<file path="src/rtl/hazard_ctrl.sv">
// Pipeline hazard controller: load-use stall, branch flush, multi-cycle mul/div hold, perf counters.
// Latency: control outputs are combinational from state and inputs (zero cycles); counters update on the next edge.
// Backpressure: stalls drop PCWrite/IFIDWrite; mul/div holds the front end for MULDIV_LAT cycles total.
module hazard_ctrl #(
    parameter int MULDIV_LAT = 4
) (
    input  logic        Clk,
    input  logic        Reset,
    input  logic        IDEX_MemRead,
    input  logic [4:0]  IDEX_Rt,
    input  logic [4:0]  IFID_Rs,
    input  logic [4:0]  IFID_Rt,
    input  logic        IFID_UsesRt,
    input  logic        BranchTaken,
    input  logic        MulDivStart,
    output logic        PCWrite,
    output logic        IFIDWrite,
    output logic        IDEXWrite,
    output logic        IFIDFlush,
    output logic        IDEXBubble,
    output logic        EXMEMBubble,
    output logic        Busy,
    output logic [15:0] StallCount,
    output logic [15:0] FlushCount
);

    typedef enum logic {
        RUN     = 1'b0,
        MD_WAIT = 1'b1
    } state_t;

    // The first stall cycle is spent in RUN, so MD_WAIT covers the remaining MULDIV_LAT-1 cycles
    // by counting md_cnt down from MULDIV_LAT-2 to 0 inclusive.
    localparam bit         MD_MULTI = (MULDIV_LAT > 1);
    localparam logic [7:0] MD_INIT  = MD_MULTI ? 8'(MULDIV_LAT - 2) : 8'd0;

    state_t      state_q, state_d;
    logic [7:0]  md_cnt_q, md_cnt_d;
    logic [15:0] stall_cnt_q, stall_cnt_d;
    logic [15:0] flush_cnt_q, flush_cnt_d;
    logic        load_use;
    logic        branch_evt;

    assign load_use = IDEX_MemRead && (IDEX_Rt != 5'd0) &&
                      ((IDEX_Rt == IFID_Rs) || (IFID_UsesRt && (IDEX_Rt == IFID_Rt)));

    // Priority decode of the pipeline controls and next FSM state; everything is held low in reset.
    always_comb begin
        PCWrite     = 1'b0;
        IFIDWrite   = 1'b0;
        IDEXWrite   = 1'b0;
        IFIDFlush   = 1'b0;
        IDEXBubble  = 1'b0;
        EXMEMBubble = 1'b0;
        Busy        = 1'b0;
        branch_evt  = 1'b0;
        state_d     = state_q;
        md_cnt_d    = md_cnt_q;
        if (!Reset) begin
            unique case (state_q)
                RUN: begin
                    if (BranchTaken) begin
                        // Taken branch wins: squash the wrong-path IF and ID contents, keep fetching.
                        PCWrite    = 1'b1;
                        IFIDWrite  = 1'b1;
                        IDEXWrite  = 1'b1;
                        IFIDFlush  = 1'b1;
                        IDEXBubble = 1'b1;
                        branch_evt = 1'b1;
                    end else if (MulDivStart) begin
                        EXMEMBubble = 1'b1;
                        if (MD_MULTI) begin
                            state_d  = MD_WAIT;
                            md_cnt_d = MD_INIT;
                        end
                    end else if (load_use) begin
                        // Hold IF/ID one cycle and push a bubble into EX; the bubble clears MemRead.
                        IDEXWrite  = 1'b1;
                        IDEXBubble = 1'b1;
                    end else begin
                        PCWrite   = 1'b1;
                        IFIDWrite = 1'b1;
                        IDEXWrite = 1'b1;
                    end
                end
                MD_WAIT: begin
                    EXMEMBubble = 1'b1;
                    Busy        = 1'b1;
                    if (md_cnt_q == 8'd0) begin
                        state_d = RUN;
                    end else begin
                        md_cnt_d = md_cnt_q - 8'd1;
                    end
                end
            endcase
        end
    end

    // Saturating performance counters.
    always_comb begin
        stall_cnt_d = stall_cnt_q;
        flush_cnt_d = flush_cnt_q;
        if (!PCWrite && (stall_cnt_q != 16'hFFFF)) begin
            stall_cnt_d = stall_cnt_q + 16'd1;
        end
        if (branch_evt && (flush_cnt_q != 16'hFFFF)) begin
            flush_cnt_d = flush_cnt_q + 16'd1;
        end
    end

    // State and counter registers with synchronous reset.
    always_ff @(posedge Clk) begin
        if (Reset) begin
            state_q     <= RUN;
            md_cnt_q    <= 8'd0;
            stall_cnt_q <= 16'd0;
            flush_cnt_q <= 16'd0;
        end else begin
            state_q     <= state_d;
            md_cnt_q    <= md_cnt_d;
            stall_cnt_q <= stall_cnt_d;
            flush_cnt_q <= flush_cnt_d;
        end
    end

    assign StallCount = stall_cnt_q;
    assign FlushCount = flush_cnt_q;

endmodule

</file>
<file path="config.mk">
export PLATFORM = sky130hd
export DESIGN_NAME = hazard_ctrl
export DESIGN_NICKNAME = d
export VERILOG_FILES = /design/src/rtl/hazard_ctrl.sv
export SDC_FILE = /design/constraint.sdc
export NUM_CORES = 1
export LEC_CHECK = 0
export BUFFER_PORTS_ARGS = -buffer_cell sky130_fd_sc_hd__buf_4
export CAP_MARGIN = 20
export CORE_ASPECT_RATIO = 0.9
export CORE_MARGIN = 5
export CORE_UTILIZATION = 48
export CTS_CLUSTER_DIAMETER = 100
export DETAILED_ROUTE_END_ITERATION = 6
export PLACE_DENSITY = 0.86
export REMOVE_ABC_BUFFERS = 1
export SKIP_CTS_REPAIR_TIMING = 1
export SLEW_MARGIN = 0
export SYNTH_ARGS = -nofsm -noshare
export SYNTH_HDL_FRONTEND = slang
export SYNTH_SLANG_ARGS = --single-unit
</file>
<file path="constraint.sdc">
create_clock -name Clk -period 1.7 [get_ports Clk]
set_input_delay 0.085 -clock Clk [delete_from_list [all_inputs] [get_ports Clk]]
set_output_delay 0.085 -clock Clk [all_outputs]
set_load 0.05 [all_outputs]
</file>
Yosys cells after proc, flatten, opt, wreduce, memory -nomap -nowiden

Cells that the tools add are included.

Register bits: 41
Input port bits: 21
Output and inout bits: 39
Logic and storage cells: 54

Add/subtract/negate cells: 3
Eq/ne operators: 7
Mux-type cells: 29
Bitwise operators: 1
Reductions and logical operators: 10

Operators with widths:

| operator                | number |
|---|---|
| $add A16 B1 Y16 const B | 2 |
| $ne A16 B16 Y1 const B  | 2 |
| $mux W8                 | 3 |
| $mux W1                 | 23 |
| $pmux W8 S2             | 1 |
| $eq A5 B5 Y1            | 2 |
| $logic_not A8 Y1        | 1 |
| $sub A8 B1 Y8 const B   | 1 |
| $ne A2 B2 Y1 const B    | 3 |
| $logic_and A1 B1 Y1     | 5 |
| $reduce_bool A5 Y1      | 1 |
| $pmux W1 S2             | 2 |
| $reduce_and A3 Y1       | 1 |
| $logic_not A1 Y1        | 1 |
| $logic_or A1 B1 Y1      | 1 |
| $not A1 Y1              | 1 |

Logic depth before layout (Yosys ltp)

Depth after elaboration: 11
Gate-level depth with buffers: 9
Depth with buffers taken out: 7

Worst setup path before layout

OpenSTA, ideal clock, no wires.

Kind: register to register
Start point: register stall_cnt_q[1], in the netlist StallCount[1]
End point: register stall_cnt_q[13], in the netlist StallCount[13]
Setup time: 0.121 ns
Data arrival time: 2.115 ns
Data required time: 1.579 ns
Path slack: -0.537 ns
Cell stages (with the launch flop): 9
Buffers on the path: 1
Period minus slack after synthesis: 2.237 ns
Cell sequence: dfxtp_1 -> ha_1 -> and3_1 -> and3_1 -> nand2_1 -> nor2_4 -> buf_4 -> nor4_2 -> mux2_4

Longest elaborated chain between the ends: 2
Elaborated cells between the ends (all ways): 3
Those cells by class: add/sub: 1; eq/ne: 1; reduce/logical: 1

RTL lines:

| what                                                    | RTL line | RTL |
|---|---|---|
| start: declaration                                      | 39       | `logic [15:0] stall_cnt_q, stall_cnt_d;` |
| start signal: assignment                                | 121      | `stall_cnt_q <= stall_cnt_d;` |
| branches (longest 2 deep; another with $add A16 B1 Y16) | --       |  |

Parallel ways; which one is timed is not known.
A chain may end at the register's enable or synchronous reset.

Worst setup path after layout

Start point: register stall_cnt_q[1], in the netlist StallCount[1]
End point: register stall_cnt_q[3], in the netlist StallCount[3]

The elaborated chain is that of the path after synthesis.

==> results.toml <==
[grt]
grt_pass1_wl_mm = 9.72
grt_pass1_vias = 2261
track_usage_pct = 18.1
grt_overflow_total = 0
antenna_found_initial = 0
grt_max_degree = 39

[detailed_routing]
drtIter0Drc = 101
routedWlPerCell_um = 16.0
vias = 2424
drc = 0
dr.pass1.iters = 4
totalWireLength_mm = 7.05
antenna_left = 0
vias_per_cell = 5.51

[clock_tree]
cts_tree = "yes"
clk_path_buf_depth = 2
clk_pin_slew_ns = 0.08
clock_latency_ns = 0.30
cts_made_buffers = 5
cts.sinks = 41
cts_root_buffer = "clkbuf_8"
h-tree-depth = 2

[synth]
synth_fa_ha_area_share_pct = 2.13
synthDistinctLibCells = 52
yosys.area_share.simple_pct = 32.9
ys_warn_count = 0
synth_area_um2 = 2350
ys_seq_elements = 41
synth_compound_area_share_pct = 11.9
synth_cells = 259
syn_area_per_cell_um2 = 9.08
async_flop_share_pct = 0
synth_flop_cell = "dfxtp_1"
synth_top_family_by_area = "simple AND/OR/NAND/NOR gates"
synthMuxAreaShare_pct = 2.55
ys_seq_area_share_pct = 34.9
synth_xor_area_share_pct = 10.8
synth_edf_count = 0

[power_and_ir_drop]
p_switching_mw = 0.763
clkPwrFrac_pct = 26.6
p_sw_share_pct = 31.7
pwr_density_cell_nw_per_um2 = 634
power_leakage_nw = 1.55
power.share.combinational_pct = 30.0
p_int_mw = 1.65
ir_drop_mv = 0.419
seq_power_share_pct = 43.4

[sta]
rsz0062_at_grt = "true"
finClkSkew_ns = 0.00411
fmax_mhz = 531
final_hold_viol_count = 0
min_period_over_period_pct = 111
final-max-slew-violation-count = 0
min_period_ns = 1.88
worst_slew_pin_slew_ns = 0.513
setup_violations = 23
whs_ns = 0.296
layout_setup_ws_ns = -0.185
slew_headroom_pct = 65.7

[critical_path]
critical_path_arrival_ns = 2.12
startpoint_type = "register"
critPathCaptureType = "register"
reg2reg_setup_slack_ns = -0.18
cp_max_fo = 8
worst-setup-path-type = "register to register"
crit_required_ns = 1.93

[place]
post_dp_cell_area_um2 = 3150
gp_congestion = 0.779
preCtsSetupSlack_ns = -0.213
hpwl_mm = 4.31
portBuffers = 59

[layout]
area_growth_pct = 61.6
finish.utilization_pct = 79.1
fin_area_um2 = 3800
final_nets = 399
antenna_cells = 0
drive_above_1_share_pct = 57.6

[floorplanning]
core_um2 = 4800
start_util_pct = 48.9
die-area_um2 = 6400
die_y_um = 76.4
io_pins = 60
rows = 24
fp.dieW_um = 83.8

[outcome]
failed_checks = "setup timing"
outcome = "finished, violations left"

[min_path]
min_path_type = "input pin to register"

[job]
drv_cap = 0
## sequential cells by signal, summed over array words and instances, names as in the netlist
register,cells
FlushCount,16
StallCount,16
md_cnt_q,8
state_q,1
## metrics by stage
step | total power, mW | setup TNS, ns | std cells
after floorplan | 1.41 | -12.10 | 247
after global placement | 1.62 | -1.95 | 416
after detailed placement | 1.64 | -2.97 | 416
after CTS | 2.27 | -3.16 | 424
after global routing | 2.54 | -4.02 | 440
final | 2.41 | -2.57 | 440
## layer usage
layer / share of wire (%) / up-vias / track usage, %
li1: - / 1158 / -
met2: 50 / 89 / 31.2
met3: 6.1 / 13 / 4.65
met1: 42 / 1164 / 22.1
met5: 0 / - / 0
met4: 1.7 / 0 / 5.79
## cell usage in the layout (no fill, tap or decap), drive strengths merged, types with 2 or more instances in the layout
cell type  count
a21oi         18
and3           8
and4           7
buf          114
clkbuf         9
clkinv         2
dfxtp         41
ha             4
inv            6
mux2           4
nand2         17
nand2b         3
nand3         17
nand4          5
nor2          32
nor2b          5
nor3           4
nor4           4
nor4b          2
o21ai          5
o31ai         10
or2            2
or3            2
or4           13
xnor2         16
xor2          13
## power by group through the flow
stage / combinational (mW) / sequential (mW) / clock, mW
6_report: 0.723 / 1.05 / 0.641
2_1_floorplan: 0.310 / 1.10 / 0
4_1_cts: 0.590 / 1.03 / 0.645
5_1_grt: 0.781 / 1.05 / 0.711
3_3_place_gp: 0.567 / 1.05 / 0
3_5_place_dp: 0.587 / 1.06 / 0
## area by class of cell
type                       instances  area (um^2)
clock buffer                       5         68.8
clock inverter                     3         17.5
inverter                           6         25.0
tap                               65         81.3
fill                             315         1010
sequential                        41          836
multi-input combinational        201         1710
timing repair buffer             119         1060
## cell usage after synthesis (all sizes together) (3+ instances only)
| library cell | count | area, um^2 |
|---|---|---|
| a21oi | 18 | 124 |
| and3 | 8 | 51.3 |
| and4 | 7 | 61.3 |
| buf | 6 | 68.8 |
| clkbuf | 6 | 22.5 |
| dfxtp | 41 | 821 |
| ha | 4 | 50.1 |
| inv | 6 | 22.5 |
| mux2 | 4 | 60.1 |
| nand2 | 17 | 66.3 |
| nand2b | 3 | 26.3 |
| nand3 | 17 | 90.1 |
| nand4 | 5 | 37.5 |
| nor2 | 31 | 124 |
| nor2b | 5 | 31.3 |
| nor3 | 4 | 20.0 |
| nor4 | 4 | 43.8 |
| o21ai | 5 | 32.5 |
| o31ai | 10 | 75.1 |
| or4 | 13 | 105 |
| xnor2 | 16 | 140 |
| xor2 | 13 | 114 |
## worst max-delay path: stages (launching register included)
cell	delay, ns
dfxtp_2	0.35
ha_4	0.16
and3_4	0.17
and3_4	0.19
nand2_4	0.09
nor2_4	0.08
clkbuf_16	0.18
or4_4	0.48
a21oi_2	0.12
## final timing paths
| kind | endpoint | startpoint | cells after the start |
|---|---|---|---|
| worst max-delay path | StallCount[3] | StallCount[1] | 8 |
| worst min-delay path | FlushCount[1] | Reset | 5 |
| worst max register to register | StallCount[3] | StallCount[1] | 8 |
| worst min register to register | StallCount[4] | StallCount[4] | 2 |
## logic make-up after synthesis
family                     count (synthesis)
and+or+nand+nor                          125
DFF                                       41
AOI/OAI and AO/OA                         38
xor gates and xnor gates                  29
buffers and inverters                     18
muxes                                      4
adders and majority gates                  4
Power figures use the tool's default switching activity.
